--- src/rtl/keypad_pkg.sv ---
// keypad_pkg: shared key codes, FSM state and frame-result types for the keypad scanner
package keypad_pkg;
  localparam logic [3:0] KEY_PLUS  = 4'd10;
  localparam logic [3:0] KEY_MINUS = 4'd11;
  localparam logic [3:0] KEY_MUL   = 4'd12;
  localparam logic [3:0] KEY_DIV   = 4'd13;
  localparam logic [3:0] KEY_EQ    = 4'd14;
  localparam logic [3:0] KEY_CLR   = 4'd15;
  typedef enum logic [1:0] {SCAN, DEBOUNCE, HELD} state_t;
  typedef enum logic [1:0] {NONE, SINGLE, MULTI} frame_t;
  function automatic logic [3:0] key_encode(input int rows, input int r, input int c);
    return 4'(4 * (rows - 1 - r) + c);
  endfunction
endpackage

--- src/rtl/keypad_scan_frame.sv ---
// keypad_scan_frame: column drive, dwell timing and per-frame row accumulation
module keypad_scan_frame
  import keypad_pkg::*;
#(
  parameter int COLS     = 4,
  parameter int ROWS     = 4,
  parameter int SCAN_DIV = 4
) (
  input  logic            clk,
  input  logic            rst_n,
  input  logic            scan_en,
  input  logic [ROWS-1:0] row,
  output logic [COLS-1:0] col,
  output logic            frame_done,
  output frame_t          frame_result,
  output logic [3:0]      frame_code
);
  localparam int DW = $clog2(SCAN_DIV);
  localparam int CW = $clog2(COLS);
  localparam logic [DW-1:0] DLAST = DW'(SCAN_DIV - 1);
  localparam logic [CW-1:0] CLAST = CW'(COLS - 1);
  logic [DW-1:0] dwell;
  logic [CW-1:0] ci;
  logic [1:0] hits, tot;
  logic [3:0] acc_code, code_now;
  logic last;
  int r_idx, ones;
  assign last = dwell == DLAST;
  // locate the returning row, count bits seen this frame (saturating at two)
  always_comb begin
    r_idx = 0;
    for (int r = 0; r < ROWS; r++) if (row[r]) r_idx = r;
    ones = $countones(row);
    tot = (int'(hits) + ones > 1) ? 2'd2 : 2'(int'(hits) + ones);
    code_now = key_encode(ROWS, r_idx, int'(ci));
  end
  // dwell/column sequencing; rows sampled only at the last dwell cycle of each column
  always_ff @(posedge clk or negedge rst_n)
    if (!rst_n) begin
      col <= COLS'(1);
      dwell <= '0;
      ci <= '0;
      hits <= '0;
      acc_code <= '0;
      frame_done <= 1'b0;
      frame_result <= NONE;
      frame_code <= '0;
    end else if (!scan_en || col == '0) begin
      col <= scan_en ? COLS'(1) : '0;
      dwell <= '0;
      ci <= '0;
      hits <= '0;
      frame_done <= 1'b0;
    end else begin
      frame_done <= last && ci == CLAST;
      dwell <= last ? '0 : dwell + 1'b1;
      if (last) begin
        col <= {col[COLS-2:0], col[COLS-1]};
        ci <= ci == CLAST ? '0 : ci + 1'b1;
        hits <= ci == CLAST ? '0 : tot;
        if (ones == 1) acc_code <= code_now;
        if (ci == CLAST) begin
          frame_result <= tot == 2'd0 ? NONE : tot == 2'd1 ? SINGLE : MULTI;
          frame_code <= ones == 1 ? code_now : acc_code;
        end
      end
    end
endmodule

--- src/rtl/keypad_scan_ctrl.sv ---
// keypad_scan_ctrl: keypad scan, debounce and key_valid generation; KEYPAD_AUTOREPEAT_EN adds held-key repeats
module keypad_scan_ctrl
  import keypad_pkg::*;
#(
  parameter int COLS           = 4,
  parameter int ROWS           = 4,
  parameter int SCAN_DIV       = 4,
  parameter int DEBOUNCE_SCANS = 3
) (
  input  logic            clk,
  input  logic            rst_n,
  input  logic            scan_en,
  input  logic [ROWS-1:0] row,
  output logic [COLS-1:0] col,
  output logic [3:0]      key_code,
  output logic            key_valid,
  output logic            key_held
);
  localparam logic [7:0] DS = 8'(DEBOUNCE_SCANS);
  state_t state, state_n;
  frame_t frame_result;
  logic frame_done, single, match_k, accept;
  logic [3:0] frame_code, cand, cand_n;
  logic [7:0] cnt, cnt_n, rel, rel_n;
  keypad_scan_frame #(.COLS(COLS), .ROWS(ROWS), .SCAN_DIV(SCAN_DIV)) u_frame (
    .clk(clk),
    .rst_n(rst_n),
    .scan_en(scan_en),
    .row(row),
    .col(col),
    .frame_done(frame_done),
    .frame_result(frame_result),
    .frame_code(frame_code)
  );
  assign single = frame_result == SINGLE;
  assign match_k = single && frame_code == key_code;
`ifdef KEYPAD_AUTOREPEAT_EN
  logic [3:0] rep;
  logic fire;
  assign fire = frame_done && state == HELD && match_k && rep == 4'd7;
  // matching held frames: first repeat after 8, then every 4; any other frame restarts the count
  always_ff @(posedge clk or negedge rst_n)
    if (!rst_n) rep <= '0;
    else rep <= (!scan_en || state != HELD || (frame_done && !match_k)) ? '0 :
                frame_done ? (fire ? 4'd4 : rep + 4'd1) : rep;
`else
  logic fire;
  assign fire = 1'b0;
`endif
  // state and output registers; scan_en low forces idle but keeps key_code and a due pulse
  always_ff @(posedge clk or negedge rst_n)
    if (!rst_n) begin
      state <= SCAN;
      cand <= '0;
      cnt <= '0;
      rel <= '0;
      key_code <= '0;
      key_valid <= 1'b0;
    end else begin
      state <= scan_en ? state_n : SCAN;
      cnt <= scan_en ? cnt_n : '0;
      rel <= scan_en ? rel_n : '0;
      cand <= cand_n;
      key_code <= accept ? cand_n : key_code;
      key_valid <= accept | fire;
    end
  // debounce/held transitions, evaluated only when a frame result arrives
  always_comb begin
    state_n = state;
    cand_n = cand;
    cnt_n = cnt;
    rel_n = rel;
    accept = 1'b0;
    if (frame_done)
      case (state)
        SCAN:
          if (single) begin
            cand_n = frame_code;
            cnt_n = 8'd1;
            accept = DS == 8'd1;
            state_n = DEBOUNCE;
          end
        DEBOUNCE:
          if (single && frame_code == cand) begin
            cnt_n = cnt + 8'd1;
            accept = cnt_n == DS;
          end else begin
            state_n = SCAN;
            cnt_n = '0;
          end
        HELD: begin
          rel_n = match_k ? '0 : rel + 8'd1;
          state_n = rel_n == DS ? SCAN : HELD;
        end
        default: state_n = SCAN;
      endcase
    if (accept) begin
      state_n = HELD;
      rel_n = '0;
      cnt_n = '0;
    end
  end
  // held level follows the FSM
  always_comb key_held = state == HELD;
endmodule

--- config.mk ---
export PLATFORM = sky130hd
export DESIGN_NAME = keypad_scan_ctrl
export DESIGN_NICKNAME = d
export VERILOG_FILES = /design/src/rtl/keypad_pkg.sv /design/src/rtl/keypad_scan_frame.sv /design/src/rtl/keypad_scan_ctrl.sv
export SDC_FILE = /design/constraint.sdc
export NUM_CORES = 1
export LEC_CHECK = 0
export CAP_MARGIN = 20
export CORE_ASPECT_RATIO = 2
export CORE_UTILIZATION = 35
export CTS_CLUSTER_SIZE = 16
export DETAILED_ROUTE_END_ITERATION = 6
export DONT_BUFFER_PORTS = 1
export PLACE_DENSITY = 0.57
export SETUP_SLACK_MARGIN = 0.1
export SYNTH_ARGS = -nofsm -noshare
export SYNTH_HDL_FRONTEND = slang
export SYNTH_HIERARCHICAL = 1
export SYNTH_SLANG_ARGS = --single-unit
--- constraint.sdc ---
create_clock -name clk -period 2 [get_ports clk]
set_input_delay 0.4 -clock clk [delete_from_list [all_inputs] [get_ports clk]]
set_output_delay 0.4 -clock clk [all_outputs]
set_load 0.02 [all_outputs]
==> impl_metrics.tcl, run 1 <==
set metrics [dict create \
    die_height_um 127.5 \
    cts_htree_levels 2 \
    syn2layout_area_growth_pct 31.93 \
    cts_tree "yes" \
    cp_data_required_time_ps 2180 \
    layout_commonest_cell "dfrtp_1" \
    worst_ep_arrival_time_ps 2500 \
    wirelength_um 6644 \
    io_pins 17 \
    drive_gt1_share_pct 32.57 \
    dpl.hpwl_um 4889 \
    placed_area_um2 3143 \
    nets 324 \
    cpMaxStageDelayCell "fa_2" \
    ys_async_sr_fraction_pct 100.0 \
    ant_nets 0 \
    crit_fanout 4 \
    io_buffers 0 \
    final-setup-viol-count 35 \
    grt_max_degree 49 \
    leakagePower_nw 1.597 \
    post-place-ws_ps -666.5 \
    antenna_found_initial 0 \
    synth_edf_count 0 \
    rsz0062_at_grt "yes" \
    die_area_um2 8252 \
    fill_cells 702 \
    final-hold-violation-count 0 \
    wl_per_cell_um 16.57 \
    firstDrtPassIters 4 \
    drt_iter0_drc 53 \
    critical-path-top-delay-family "adder cells" \
    cts_made_buffers 5 \
    numClockSinks 48 \
    num_vias 2205 \
    finalInstanceArea_um2 3635 \
    crit_top_cell "ha_4" \
    antennaDiodeCount 0 \
    cts_root_buf "clkbuf_16" \
    grt_first_pass_wirelength_um 11230 \
    whs_path_depth 2 \
    crit_cells 8 \
    cpPeakStageDelay_ps 520 \
    path_buf_inv 1 \
    peakVddDrop_mv 0.6272 \
    outcome "finished, violations left" \
    postSynthCellCount 262 \
    holdCritPathClass "in2reg" \
    p_per_area_nw_per_um2 620.8 \
    syn-num-nets 280 \
    overflow 0 \
    rows 45 \
    track_usage_pct 17.88 \
    synth_cell_type_count 59 \
    fin_crit_sh_pct 115.9 \
    relSlewSlack_pct 66.83 \
    violations "negative setup slack" \
    fin_crit_ps 2318 \
    syn_area_per_cell_um2 10.52 \
    yosys_warnings 6 \
    die_x_um 64.74 \
    initial_core_util_pct 36.25 \
    cp-start-kind "input port" \
    clkTransAtPathRegs_ps 60 \
    layout_common_cells "dfrtp_1, buf_4, nand2_1, nor2b_1" \
    clk_latency_ps 300 \
    grt_pass1_vias 2355 \
    drc_errors 0 \
    clk_path_buf_depth 2 \
    skew_ps 6.443 \
    drv_cap 0 \
    worstSetupEndpointType "register" \
    syn_area_um2 2755 \
    ys.flop_type "dfrtp_1" \
    rr_worst_depth 6 \
    viasPerCell 5.499 \
    worst_slack_ps -318.0 \
    gp_congestion 0.7888 \
    ys_seq_elements 48 \
    clock.fmax_mhz 431.4 \
    path_class "in2reg" \
    path_cells "fa_1, ha_4, ha_4, inv_2, fa_2, nor4bb_4, a32oi_2, mux2_4" \
    core_area_um2 7601 \
    finalMaxSlewViolations 0 \
    worstMarginPinSlew_ps 492.4 \
    synth-seq-area-share_pct 43.64 \
]
cell families (layout without fill, tap and decap cells):
family | Yosys count | in the layout | share of synthesized area, %
XOR/XNOR | 9 | 9 | 2.861
adder cells (fa/ha/maj) | 11 | 11 | 5.541
flip-flops | 48 | 48 | 43.64
AND/OR/NAND/NOR | 87 | 87 | 17.26
buffers and inverters | 21 | 66 | 3.225
multiplexers | 25 | 25 | 9.855
AO/OA/AOI/OAI | 61 | 61 | 17.62
stage by stage:
step                      cells  hold WS (ps)  total power [mW]  utilization [%]  setup TNS, ps
final                       401         215.4             2.257            47.82          -7020
after global routing        401         212.6             2.330            47.82          -8582
after CTS                   398         208.9             2.271            47.21          -5467
after detailed placement    382         105.6             1.169            41.35          -9639
after global placement      382         105.6             1.166            41.35          -9078
after floorplan             262         104.4             1.115                -          -5711
cells in the mapped netlist (all sizes together) (9+ instances only):
cell    n  area (µm²)
nand2  20       75.07
inv    11       41.29
dfrtp  47        1176
nor2b  11       68.82
mux2   14       161.4
nor2   10       37.54
o21ai   9       45.04
ha      9       112.6
mux2i  11       110.1
nand3  10       55.05
registers in the layout (all words and copies together), names as in the netlist:
name / flops
key_code: 4
u_frame/frame_result: 2
u_frame/frame_done: 1
rel: 8
state: 2
u_frame/frame_code: 4
cand: 4
cnt: 8
u_frame/dwell: 2
u_frame/hits: 2
u_frame/acc_code: 4
key_valid: 1
u_frame/col: 4
u_frame/ci: 2
cell type report:
type	count	area, µm²	share of cell area [%]
clock inverter	1	30.03	0.8262
tap	94	117.6	3.236
timing repair buffer	47	412.9	11.36
clock buffer	7	152.6	4.200
inverter	11	41.29	1.136
multi-input combinational	193	1678	46.16
sequential	48	1202	33.08
report_power, final:
part	switching, mW	total [mW]	internal, mW
Sequential	0.0115	0.991	0.980
Clock	0.368	1.03	0.658
Combinational	0.111	0.239	0.128
path summary, 6_finish.rpt:
kind | from | to | slack, ps
setup / recovery | row[3] | u_frame/frame_result[1] | -320
hold / removal | scan_en | state[1] | 220
setup reg to reg | cnt[0] | rel[1] | -310
hold reg to reg | u_frame/dwell[0] | u_frame/dwell[0] | 440
max in group asynchronous | rst_n | u_frame/col[0] | 1120
min in group asynchronous | rst_n | u_frame/col[2] | 600
timing repair:
action                                  CTS  global route
hold buffers                              2             0
gates resized for setup                  38             6
endpoints found under the hold margin    48             0
pin swaps                                27             8
buffers inserted                          6             4
endpoints found under the setup margin   35            35
per-layer routing:
layer	vias to the layer above	routed length, µm	global-route usage, %
li1	1074	-	-
met1	1096	2341	17.08
met2	26	3984	34.87
met3	9	154	2.857
met4	0	164	9.020
met5	-	0	0
worst register-to-register path, stage by stage (launching register included):
cell	delay (ps)
dfrtp_1	430
and4_4	210
a2111o_1	430
a2111oi_4	400
buf_4	190
a41o_1	220
mux2_4	310
(Power assumes the default switching activity.)
==> run 2: changes to the inputs <==
--- a/config.mk
+++ b/config.mk
@@ -5,6 +5,7 @@
 export SDC_FILE = /design/constraint.sdc
 export NUM_CORES = 1
 export LEC_CHECK = 0
+export ABC_AREA = 1
 export CAP_MARGIN = 20
 export CORE_ASPECT_RATIO = 2
 export CORE_UTILIZATION = 35
==> constraint.sdc (replaced) <==
create_clock -name clk -period 2 [get_ports clk]
set_input_delay 0.5 -clock clk [delete_from_list [all_inputs] [get_ports clk]]
set_output_delay 0.5 -clock clk [all_outputs]
set_load 0.02 [all_outputs]
==> run 2 against run 1 <==
First-iteration DRC count is 68% higher. Critical path depth increased by 1. Non-clock buffer count shrank 31. Maximum frequency rose by 6.5%. Sequential cell count is the same. Worst setup slack improved by 140 ps. Die area is 4.9% higher. Combinational power increased by 23%. Hold slack worse by 160 ps. Sequential share of layout area rose by 1.6 points. The run still ends with negative setup slack left.
==> impl_metrics.tcl, run 2 <==
set metrics [dict create \
    outcome "finished, violations left" \
    violations "negative setup slack" \
    worst_slack_ps -176.0 \
    dpl.hpwl_um 4777 \
    reg.largest.list "cnt x8, rel x8" \
    cts_tree "yes" \
    switching_share_pct 25.75 \
    worst_ep_arrival_time_ps 2400 \
    layout_common_cells "nand2_1, dfrtp_1, inv_1, nor2_1, o21ai_1" \
    power_frac_clock_pct 39.0 \
    firstDrtPassIters 4 \
    synth_edf_count 0 \
    cp-start-kind "input port" \
    final-setup-viol-count 4 \
    peakVddDrop_mv 0.4210 \
    synth_area_leaders "dfrtp_1, nand2_1, inv_1, nor2_1, ha_1" \
    finalPower_mw 2.171 \
    clk_latency_ps 280 \
    finalInstanceArea_um2 3472 \
    die_area_um2 8655 \
    syn_area_per_cell_um2 7.323 \
    rows 46 \
    grt_pass1_vias 2336 \
    wirelength_um 6491 \
    die_height_um 130.6 \
    cts_root_buf "clkbuf_16" \
    synth_cell_type_count 33 \
    track_usage_pct 16.17 \
    cp_data_required_time_ps 2230 \
    placed_area_um2 3109 \
    crit_fanout 2 \
    ant_nets 0 \
    fin_crit_ps 2176 \
    drc_errors 0 \
    worstSetupEndpointType "register" \
    drv_cap 0 \
    io_buffers 0 \
    power_frac_comb_pct 13.5 \
    rsz0062_at_grt "yes" \
    numClockSinks 48 \
    grt_first_pass_wirelength_um 10420 \
    leakagePower_nw 1.754 \
    syn-num-nets 413 \
    cts_htree_levels 2 \
    wl_per_cell_um 12.65 \
    syn_area_um2 2893 \
    path_class "in2reg" \
    drt_iter0_drc 89 \
    final-hold-violation-count 0 \
    overflow 0 \
    post-place-ws_ps -438.1 \
    nets 434 \
    core_area_um2 7943 \
    antenna_found_initial 0 \
    clk_path_buf_depth 2 \
    synth-seq-area-share_pct 41.57 \
    io_pins 17 \
    layout_commonest_cell "nand2_1" \
    cts_made_buffers 5 \
    relSlewSlack_pct 78.17 \
    ys_async_sr_fraction_pct 100.0 \
    seqPwrFrac_pct 47.5 \
    synth.most_common_cell "nand2_1" \
    ys_top_cells_by_count "nand2_1, inv_1, dfrtp_1, nor2_1" \
    grt_max_degree 48 \
    num_vias 2464 \
    p_int_mw 1.612 \
    yosysTopAreaCell "dfrtp_1" \
    p_per_area_nw_per_um2 625.3 \
    postSynthCellCount 395 \
    synth_top_area_share_pct 40.66 \
    power.switching_uw 559.1 \
    finalMaxSlewViolations 0 \
    holdCritPathClass "in2async" \
    initial_core_util_pct 36.42 \
    ys.flop_type "dfrtp_1" \
    worstMarginPinSlew_ps 327.1 \
    syn2layout_area_growth_pct 20.03 \
    gp_congestion 0.7984 \
    yosys_warnings 6 \
    fin_crit_sh_pct 108.8 \
    ys_seq_elements 48 \
    skew_ps 2.604 \
    antennaDiodeCount 0 \
    clkTransAtPathRegs_ps 60 \
    drive_gt1_share_pct 21.34 \
    viasPerCell 4.803 \
    hold-worst-slack_ps 54.02 \
    clock.fmax_mhz 459.6 \
    finalSetupTns_ps -523.3 \
    die_x_um 66.29 \
]
-- run 2: cell types whose count changed after synthesis, moves of 6 or more --
cell	before	now
nand2_1	20	160
inv_1	11	50
nor2_1	10	31
o21ai_1	0	13
mux2i_1	11	0
nor2b_1	11	0
nand2_2	0	10
mux2_2	9	0
a21oi_1	8	0
a31oi_1	8	0
xnor2_1	8	1
nor2_2	0	6
nor3_1	8	2
-- run 2: critical path, stage by stage --
cell     delay [ps]
fa_1            510
ha_4            190
ha_4            260
inv_2            40
fa_2            550
nand2_2          70
nor3_4          150
nand2_1          70
nand2_1          60
-- run 2: final timing paths --
| kind | from | to | slack, ps | cells past startpoint |
|---|---|---|---|---|
| min | rst_n | u_frame/col[0] | 50 | 0 |
| min reg2reg | u_frame/dwell[0] | u_frame/dwell[0] | 440 | 1 |
| min in group clk | scan_en | u_frame/col[0] | 320 | 2 |
| max reg2reg | cnt[1] | cnt[2] | 200 | 15 |
| max in group asynchronous | rst_n | cnt[0] | 1700 | 1 |
| max | row[0] | u_frame/hits[0] | -180 | 9 |
-- run 2: cells by family (layout without fill, tap and decap cells) --
kind of cell	after synthesis	in the layout	synth area share, %
DFF	48	48	41.57
xor gates and xnor gates	3	3	0.9085
and+or+nand+nor	241	242	37.15
AOI/OAI and AO/OA	33	33	6.661
adders and majority gates	11	11	5.277
buffers and inverters	59	80	8.434
-- run 2: power by group through the flow --
stage | combinational [mW] | sequential (mW) | clock (mW)
detailed placement | 0.230 | 1.04 | 0
global route | 0.329 | 1.03 | 0.912
finish | 0.294 | 1.03 | 0.847
floorplan | 0.184 | 1.04 | 0
CTS | 0.276 | 1.03 | 0.876
global placement | 0.224 | 1.04 | 0
-- run 2: routing by layer --
metal	GRT usage (%)	vias up	routed length (µm)
met1	15.61	1140	2305
met3	1.649	22	113
met5	0	-	0
met2	30.73	34	3714
met4	11.26	0	357
li1	-	1268	-
-- run 2: stage by stage --
stage	cells	utilization [%]
floorplan	395	-
global placement	498	39.15
detailed placement	498	39.15
CTS	509	41.70
global route	513	43.71
finish	513	43.71
-- run 2: what timing repair did --
item / in CTS / in global routing
hold endpoints to repair: 47 / 0
gates cloned: 0 / 1
endpoints found under the setup margin: 11 / 32
gates resized for setup: 4 / 34
setup buffers: 2 / 4
pin swaps: 0 / 14
hold buffers: 1 / 0
-- run 2: final cells by class --
type,count,area (µm²)
clock buffers,7,142.6
flip-flops and latches,48,1204
fillers,818,4471
clock inverters,1,7.507
well taps,96,120.1
repair buffers,16,151.4
multi-input cells,289,1622
inverters,56,225.2
==> variant 1 (settings of run 2) <==
`ROWS` is set to 4 in 2 places; all go to 6.
--- a/src/rtl/keypad_scan_frame.sv
+++ b/src/rtl/keypad_scan_frame.sv
@@ -3,7 +3,7 @@
   import keypad_pkg::*;
 #(
   parameter int COLS     = 4,
-  parameter int ROWS     = 4,
+  parameter int ROWS     = 6,
   parameter int SCAN_DIV = 4
 ) (
   input  logic            clk,
--- a/src/rtl/keypad_scan_ctrl.sv
+++ b/src/rtl/keypad_scan_ctrl.sv
@@ -3,7 +3,7 @@
   import keypad_pkg::*;
 #(
   parameter int COLS           = 4,
-  parameter int ROWS           = 4,
+  parameter int ROWS           = 6,
   parameter int SCAN_DIV       = 4,
   parameter int DEBOUNCE_SCANS = 3
 ) (
Interface: changed (resized row); port bits go from 17 to 19. No check against the original RTL was run, so the function may have changed too.
==> variant 1 against run 2 <==
The flow still finishes with violations (setup timing); area after synthesis rose by 1.4%; design area rose by 2.5%; worst setup slack worse by 0.73 ns; synthesized cell count is 3.3% higher; die area increased by 1.4%; wire length increased by 1.5%; core utilization increased by 0.75 points; critical path depth is 3 higher; clock skew up 0.0015 ns; sequential cell count is the same; total power grew 16%; hold slack got worse by 0.0026 ns; critical endpoint unchanged; largest cell class unchanged; largest power group is now the clock network.
==> variant 1: results (changes against run 2) <==
run status=finished, violations left; failing checks=setup timing; data arrival time of the worst path=3.14 ns (+0.74 ns); setup slack of the critical path after layout=-0.910 ns (-0.734 ns); RePlAce Congestion=0.811 (+1.6%); critical register-to-register path endpoint=key_code[3]; Final Skew=0.00406 ns (+0.00146 ns); GRT met3 Usage=3.13% (+1.5 points); post-synthesis sequential area ratio=41.0% (-0.57 points); Leakage=1.81 nW (+3.1%); adder and majority cell fraction of the synthesized area=6.14% (+0.87 points); xor/xnor share of the synthesized area=0.896% (-0.012 points); area growth from synthesis to final layout=21.3%; met1 usage=15.8% (+0.15 points); startpoint of the lowest-slack register-to-register path=cnt[0]; Via-to-Cell Ratio=4.80 (about the same); via count of the first global-routing pass=2512 (+7.5%); Worst R2R Path Depth=13 (-2); M1 WL=2.40 mm (+4.1%); post-detailed-placement cell area=3140 sq um (+0.89%); overall track demand over capacity in global routing=16.4% (+0.19 points); dpl ws=-1.26 ns (-0.817 ns); Total Routed Length=6.59 mm (+1.5%); Critical Path Fanout Max=3 (+1); placed cells=514 (+3.2%); number of nets in the layout=452 (+4.1%); Critical Path Max Stage Delay=0.57 ns (+0.02 ns); Final Setup Violations=12 (+8); count of distinct cell types in the synthesized netlist=31 (-6.1%); worst hold slack across all endpoints=0.0514 ns (-0.00259 ns); worst slew slack as a fraction of its limit=77.4% (-0.75 points); Iteration-0 DRC Markers=110 (+24%); synth top area cells=dfrtp_1 40%, nand2_1 21%, inv_1 7.6%; maximum resistive drop on vdd=0.000475 V (+13%); Compound-Gate Fraction of Synth Area=6.83% (+0.17 points); total met2 wirelength after detailed routing=3.75 mm (+1.0%)
## variant 1: cell types whose count changed in the layout (fill, tap and decap cells not counted), moves of 2 or more
cell	change
nand3_2	+2
bufinv_16	+2
nor2_1	+2
o21ai_1	-2
buf_4	+3
inv_2	-6
nand2_1	+4
nand2_2	-3
ha_4	-2
inv_1	+13
o21ai_0	+2
## variant 1: area by class of cell
class / instances / area share (%)
Inverter: 63 / 7.00
Multi-Input combinational cell: 294 / 45.6
Sequential cell: 48 / 33.8
Tap cell: 96 / 3.38
Clock inverter: 2 / 1.69
Clock buffer: 6 / 3.62
Timing Repair Buffer: 19 / 4.89
## variant 1: report_power, final
group | switching (W) | internal (W) | total (W)
Clock | 0.000365 | 0.000717 | 0.00108
Sequential | 0.0000316 | 0.000999 | 0.00103
Combinational | 0.000234 | 0.000165 | 0.000399
## variant 1: repair_timing
action,CTS,global route
pin swaps,3,6
resized for setup,15,29
hold buffers,1,0
setup endpoints to repair,24,33
hold endpoints to repair,47,0
setup buffers,2,3
==> variant 2 (config.mk and constraints of run 2) <==
Without the edit above. Encoding of `state_t`: now one-hot (3 bits for 3 states).
--- a/src/rtl/keypad_pkg.sv
+++ b/src/rtl/keypad_pkg.sv
@@ -6,7 +6,7 @@
   localparam logic [3:0] KEY_DIV   = 4'd13;
   localparam logic [3:0] KEY_EQ    = 4'd14;
   localparam logic [3:0] KEY_CLR   = 4'd15;
-  typedef enum logic [1:0] {SCAN, DEBOUNCE, HELD} state_t;
+  typedef enum logic [2:0] {SCAN = 3'b001, DEBOUNCE = 3'b010, HELD = 3'b100} state_t;
   typedef enum logic [1:0] {NONE, SINGLE, MULTI} frame_t;
   function automatic logic [3:0] key_encode(input int rows, input int r, input int c);
     return 4'(4 * (rows - 1 - r) + c);
Behaviour: no difference found for any inputs over 10 cycles, from zero or initial values and one cycle with rst_n low; not proved beyond that.
==> variant 2 against run 2 <==
Count of clock-buffer cells in the layout is 1 lower; the run still ends with setup timing left; fmax up 1.2%; sequential cell count rose by 1; via count rose by 1.6%; area after synthesis increased by 1.1%; sequential share of layout area fell by 3.2 points; design area grew 12%; worst setup slack better by 0.026 ns; wire length increased by 9.4%.
Power is not compared: it rests on default switching activity, and its combinational part moved more than twofold at a synthesized area within 25%.
==> variant 2: results (changes against run 2) <==
run status=finished, violations left; failing checks=setup timing; Total Routed Length=7.10 mm (+9.4%); sum of met3 wire segment lengths after detailed routing=149 um (+32%); number of gates resized after cts=21 (+17); post-detailed-placement cell area=3250 sq um (+4.7%); setup slack of the critical path after layout=-0.150 ns (+0.0259 ns); buffer count from post-CTS setup fixing=9 (+7); Via-to-Cell Ratio=4.77 (-0.74%); GRT met3 Usage=3.65% (+2.0 points); Final Skew=0.0102 ns (+0.00758 ns); Final Setup Violations=4 (unchanged); placed cells=506 (+1.6%); footprint of the flip-flops and latches=1230 sq um (+2.1%); startpoint of the lowest-slack register-to-register path=cnt[0]; first-pass GRT wire length=11.1 mm (+6.7%); RePlAce Congestion=0.754 (-5.5%); net count after synthesis=408 (-1.2%); top cells by count, synth=153 x nand2_1, 47 x dfrtp_1, 47 x inv_1; die span in x=66.6 um (+0.54%); met1 usage=15.6% (-0.045 points); via count of the first global-routing pass=2449 (+4.8%); synth top area cells=dfrtp_1 40%, nand2_1 20%, inv_1 6.0%; post-layout utilization of the core=48.8% (+5.1 points); Critical Path Max Stage Delay=0.53 ns (-0.02 ns); post-synthesis sequential area ratio=42.0% (+0.44 points); critical register-to-register path endpoint=state[2]; Inverters, non-clock=50 (-11%); number of synthesized register bits=49 (+2.1%); HPWL reported at the end of detailed placement=4.81 mm (+0.67%); ClkCell Share=4.20% (-0.13 points); total met2 wirelength after detailed routing=4.28 mm (+15%); overall track demand over capacity in global routing=17.0% (+0.84 points); filler cell count=802 (-2.0%); Final TNS setup=-0.449 ns (+0.0741 ns); number of signal-net buffers in the layout=36 (+20); synthesized area divided by synthesized cell count=7.50 sq um (+2.4%); portion of the layout cell area used by non-clock buffers=9.65% (+5.3 points); multi-input combinational area share=46.2% (-0.48 points); dpl ws=-0.441 ns (-0.00290 ns); end of the critical path=u_frame/frame_result[0]; share of post-route cells with drive strength above 1=32.6% (+11 points); data arrival time of the worst path=2.38 ns (-0.02 ns); worst slew slack as a fraction of its limit=76.3% (-1.9 points)
variant 2: cell types whose count changed in the layout (fill, tap and decap cells not counted), moves of 5 or more:
cell | run 2 | this run
inv_2 | 9 | 4
nand4_1 | 7 | 1
nor3_1 | 1 | 6
nand2_1 | 151 | 122
nand3_2 | 2 | 9
nand2_4 | 5 | 17
o21ai_1 | 18 | 6
o21ai_2 | 5 | 16
buf_4 | 12 | 26
variant 2: power groups by stage:
stage,combinational (W),sequential [W],clock [W]
after floorplan,0.000267,0.00109,0
after global placement,0.000373,0.00110,0
after detailed placement,0.000382,0.00110,0
after CTS,0.000484,0.00108,0.000994
after global routing,0.000694,0.00110,0.00103
final,0.000639,0.00109,0.000964
variant 2: logic make-up after synthesis:
| group | count (synthesis) | share of synthesized area, % |
|---|---|---|
| AOI/OAI and AO/OA | 34 | 8.17 |
| xor gates and xnor gates | 7 | 2.10 |
| adders and majority gates | 11 | 5.22 |
| buffers and inverters | 55 | 7.74 |
| DFF | 49 | 42.0 |
| and+or+nand+nor | 234 | 34.8 |
